File: src/rtl/vram_write_arbiter.sv
// Round-robin write-port arbiter for the 2048x8 video RAM: two requesters share wea/addra/dia.
// Optional clear sequencer (fills every address with FILL) is built only when VRAM_CLEAR_EN is defined.
module vram_write_arbiter #(
  parameter int                ADDR_W = 11,
  parameter int                DATA_W = 8,
  parameter logic [DATA_W-1:0] FILL   = '0
) (
  input  logic              clk,
  input  logic              rst_n,
  input  logic              req0,
  input  logic [ADDR_W-1:0] addr0,
  input  logic [DATA_W-1:0] data0,
  input  logic              req1,
  input  logic [ADDR_W-1:0] addr1,
  input  logic [DATA_W-1:0] data1,
  output logic              gnt0,
  output logic              gnt1,
  input  logic              clear_start,
  output logic              clear_busy,
  output logic              clear_done,
  output logic              wea,
  output logic [ADDR_W-1:0] addra,
  output logic [DATA_W-1:0] dia
);

  logic              r_wea;
  logic [ADDR_W-1:0] r_addra;
  logic [DATA_W-1:0] r_dia;
  logic              r_last;   // requester that won the most recent transfer
  logic              w_open;   // port available to requesters this cycle
  logic              w_gnt0;
  logic              w_gnt1;

`ifdef VRAM_CLEAR_EN
  typedef enum logic {S_IDLE, S_CLEAR} state_t;
  state_t            r_state;
  logic [ADDR_W-1:0] r_cnt;
  logic              r_busy;
  logic              r_done;

  // A clear request in IDLE takes the port this cycle; the reqs simply stay pending.
  assign w_open     = (r_state == S_IDLE) && !clear_start;
  assign clear_busy = r_busy;
  assign clear_done = r_done;
`else
  logic w_unused;

  assign w_open     = 1'b1;
  assign clear_busy = 1'b0;
  assign clear_done = 1'b0;
  assign w_unused   = clear_start | (|FILL);
`endif

  assign w_gnt0 = rst_n && w_open && req0 && (!req1 || r_last);
  assign w_gnt1 = rst_n && w_open && req1 && (!req0 || !r_last);
  assign gnt0   = w_gnt0;
  assign gnt1   = w_gnt1;
  assign wea    = r_wea;
  assign addra  = r_addra;
  assign dia    = r_dia;

  always_ff @(posedge clk or negedge rst_n) begin
    if (!rst_n) begin
      r_wea   <= 1'b0;
      r_addra <= '0;
      r_dia   <= '0;
      r_last  <= 1'b1;
`ifdef VRAM_CLEAR_EN
      r_state <= S_IDLE;
      r_cnt   <= '0;
      r_busy  <= 1'b0;
      r_done  <= 1'b0;
`endif
    end else begin
      r_wea <= w_gnt0 | w_gnt1;
      if (w_gnt0 | w_gnt1) begin
        r_addra <= w_gnt1 ? addr1 : addr0;
        r_dia   <= w_gnt1 ? data1 : data0;
        r_last  <= w_gnt1;
      end
`ifdef VRAM_CLEAR_EN
      r_done <= 1'b0;
      case (r_state)
        S_IDLE: begin
          if (clear_start) begin
            r_state <= S_CLEAR;
            r_cnt   <= '0;
            r_busy  <= 1'b1;
          end
        end
        S_CLEAR: begin
          r_wea   <= 1'b1;
          r_addra <= r_cnt;
          r_dia   <= FILL;
          if (&r_cnt) begin
            r_state <= S_IDLE;
            r_busy  <= 1'b0;
            r_done  <= 1'b1;
          end else begin
            r_cnt <= r_cnt + 1'b1;
          end
        end
        default: r_state <= S_IDLE;
      endcase
`endif
    end
  end

endmodule
File: config.mk
export PLATFORM = sky130hd
export DESIGN_NAME = vram_write_arbiter
export DESIGN_NICKNAME = d
export VERILOG_FILES = /design/src/rtl/vram_write_arbiter.sv
export SDC_FILE = /design/constraint.sdc
export NUM_CORES = 1
export LEC_CHECK = 0
export ABC_CLOCK_PERIOD_IN_PS = 2020
export CORE_MARGIN = 2
export CORE_UTILIZATION = 37
export DETAILED_ROUTE_END_ITERATION = 10
export PLACE_DENSITY_LB_ADDON = 0.05
export SLEW_MARGIN = 40
export SYNTH_ARGS = -nofsm -noshare
export SYNTH_HDL_FRONTEND = slang
export SYNTH_SLANG_ARGS = --single-unit
File: constraint.sdc
create_clock -name clk -period 2.02 [get_ports clk]
set_input_delay 0.606 -clock clk [delete_from_list [all_inputs] [get_ports clk]]
set_output_delay 0.606 -clock clk [all_outputs]
set_load 0.005 [all_outputs]
==> results.toml <==
[outcome]
status = "complete, no violations"

[layout]
areaGrowthSynthToFinish_pct = 62.0
diodes = 0
final_cells = 215
regArea_um2 = 527
drive_above_1_share_pct = 7.61
fillers = 260
nets = 228
multi_input_area_um2 = 442

[global_route]
grt-ovfl-total = 0
grt_pass1_wl_mm = 4.74
grt_start_max_net_pins = 40
antenna_found_initial = 0
grt_pass1_vias = 1091
track_usage_pct = 18.0

[critical_path]
critical-path-top-delay-family = "buffers and inverters"
reg2reg_slack_ns = 0.71
reg2reg_to = "addra[1]"
crit_arrival_ns = 1.36
crit_path_top_delay_cell = "dlygate4sd2_1"
cp_slowest_stage_delay_ns = 0.27
cp-end-kind = "output pin"
start_kind = "input port"
r2r-start = "r_last"
criticalPathCategory = "input port to output pin"
cp_max_fo = 3
cp.required_ns = 1.41
crit_path_cell_trace = "dlygate4sd2_1 > and2_4 > nor2_1 > dlygate4sd2_1"
critPathBufInv = 2
worstRegToRegCells = 4
cpMostUsedCell = "dlygate4sd2_1"

[min_path]
hp-class = "input port to async pin"

[placement]
io_buffers = 63
hpwl_mm = 2.11
gp_congestion = 0.688
dp_slack_ns = -0.499
placed_cells = 211

[clock_network]
clk_pin_slew_ns = 0.12
cts_max_path_buffers = 2
root_buffer = "clkbuf_4"
cts_resized = 6
tritoncts.num_buffers = 3
h-tree-depth = 1
tritoncts = "built"
cts_hold_buffers = 0
cts_setup_buffers = 0
clock-sinks = 21
clk_latency_ns = 0.29

[route]
wirelength_mm = 2.93
vias = 1119
drt_pass1_iterations = 4
antenna_left = 0
viasPerCell = 5.20
wl_per_cell_um = 13.6
drt_iter0_markers = 26
drc_errors = 0

[timing]
slew_violations = 0
fin_tns_setup_ns = 0
timing.final.crit_share_pct = 97.2
period_needed_ns = 1.96
fmax_mhz = 509
rsz0062_at_grt = "false"
hold_viol = 0
skew_ns = 0.00743
hold_slack_ns = 0.272
setup_viol_count_final = 0
worst_slack_ns = 0.0569

[logic_synthesis]
synth.avg_cell_area_um2 = 8.78
ys_types = 20
synth-seq-area-share_pct = 49.2
syn_inst = 122
synth-seq-cells = 21
syn_area_mm2 = 0.00107
synth_top_area_cell = "dfrtp_1"
yosysWarnings = 0
synth_top_area_share_pct = 46.7
synthTopCellsByArea = "dfrtp_1, a31oi_1, nand3_1"

[pwr]
power.total_w = 0.00109
cellPowerDensity_mw_per_mm2 = 626
ir_worst_vdd_mv = 0.433
leakagePower_nw = 0.687

[floorplan]
start_util_pct = 38.8
core_region_area_mm2 = 0.00276
die_w_um = 57.8
num_rows = 19
die_h_um = 57.8
dieArea_mm2 = 0.00334
ios = 67

[run]
max_cap_viol_count = 0
state kept, by name, summed over array words and instances (netlist names):
register	count
dia	8
r_last	1
wea	1
addra	11
layout by cell type, fill, tap and decap left out:
| cell type | synthesis | routed |
|---|---|---|
| nor2_1 | 20 | 20 |
| o21ai_0 | 11 | 11 |
| o21a_1 | 1 | 1 |
| clkdlybuf4s50_1 | 0 | 58 |
| inv_1 | 1 | 1 |
| clkbuf_4 | 0 | 3 |
| and2_4 | 1 | 2 |
| clkbuf_1 | 2 | 1 |
| dfstp_2 | 1 | 1 |
| nand3_1 | 19 | 19 |
| conb_1 | 1 | 2 |
| buf_4 | 2 | 5 |
| clkbuf_2 | 0 | 1 |
| nand2_1 | 4 | 4 |
| o21ai_1 | 9 | 9 |
| a21oi_1 | 1 | 1 |
| buf_12 | 1 | 2 |
| a31oi_1 | 19 | 19 |
| dlygate4sd2_1 | 0 | 4 |
| dfrtp_1 | 20 | 20 |
where the power goes:
part	internal (W)	total, W	switching, W
Clock	0.0000767	0.000199	0.000122
Combinational	0.000230	0.000375	0.000145
Sequential	0.000482	0.000513	0.0000312
Total	0.000789	0.00109	0.000298
metrics by stage:
step / util (%) / cell area [um2]
3_5_place_dp: 62.3 / 1720
2_1_floorplan: - / 1070
5_1_grt: 62.9 / 1740
4_1_cts: 63.1 / 1740
6_report: 62.9 / 1740
3_3_place_gp: 62.3 / 1720
Yosys cell counts (all sizes together):
| cell type | number |
|---|---|
| conb | 1 |
| and2 | 2 |
| a31oi | 19 |
| inv | 1 |
| buf | 11 |
| clkbuf | 2 |
| dfrtp | 20 |
| o21a | 1 |
| dfstp | 1 |
| nand2 | 4 |
| a21oi | 1 |
| nor2 | 20 |
| o21ai | 20 |
| nand3 | 19 |
per-layer routing:
metal,GRT usage (%),up-vias,share of wire [%]
li1,-,554,-
met3,2.46,2,7.2
met2,33.3,44,52
met5,0,-,0
met1,22.0,519,41
met4,3.99,0,0.44
worst max-delay path by stage:
stage,start,to,slack (ns),depth (start not counted)
4_1_cts,rst_n,gnt1,0.02,4
3_5_place_dp,rst_n,gnt1,-0.50,4
5_1_grt,req0,gnt1,0.006,4
6_report,req0,gnt1,0.06,4
2_1_floorplan,rst_n,gnt1,0.39,3
3_3_place_gp,rst_n,gnt1,-0.49,4
cells by family after synthesis:
family	Yosys count	share of synthesized area, %
flops	21	49.2
compound gates	41	21.6
simple gates	45	18.7
buf+inv	14	10.2
other cells	1	0.350
worst reg2reg max path, cell delays in order (launching register included):
cell,delay [ns]
dfstp_2,0.57
and2_4,0.15
buf_4,0.22
o21ai_0,0.12
a31oi_1,0.18
area by class of cell:
type                            instances  share of cell area (%)
Clock buffer                            4                    1.51
Inverter                                1                   0.216
Multi-Input combinational cell         88                    25.5
Sequential cell                        21                    30.4
Tap cell                               31                    2.24
Timing Repair Buffer                   70                    40.2
(Power assumes the default switching activity.)
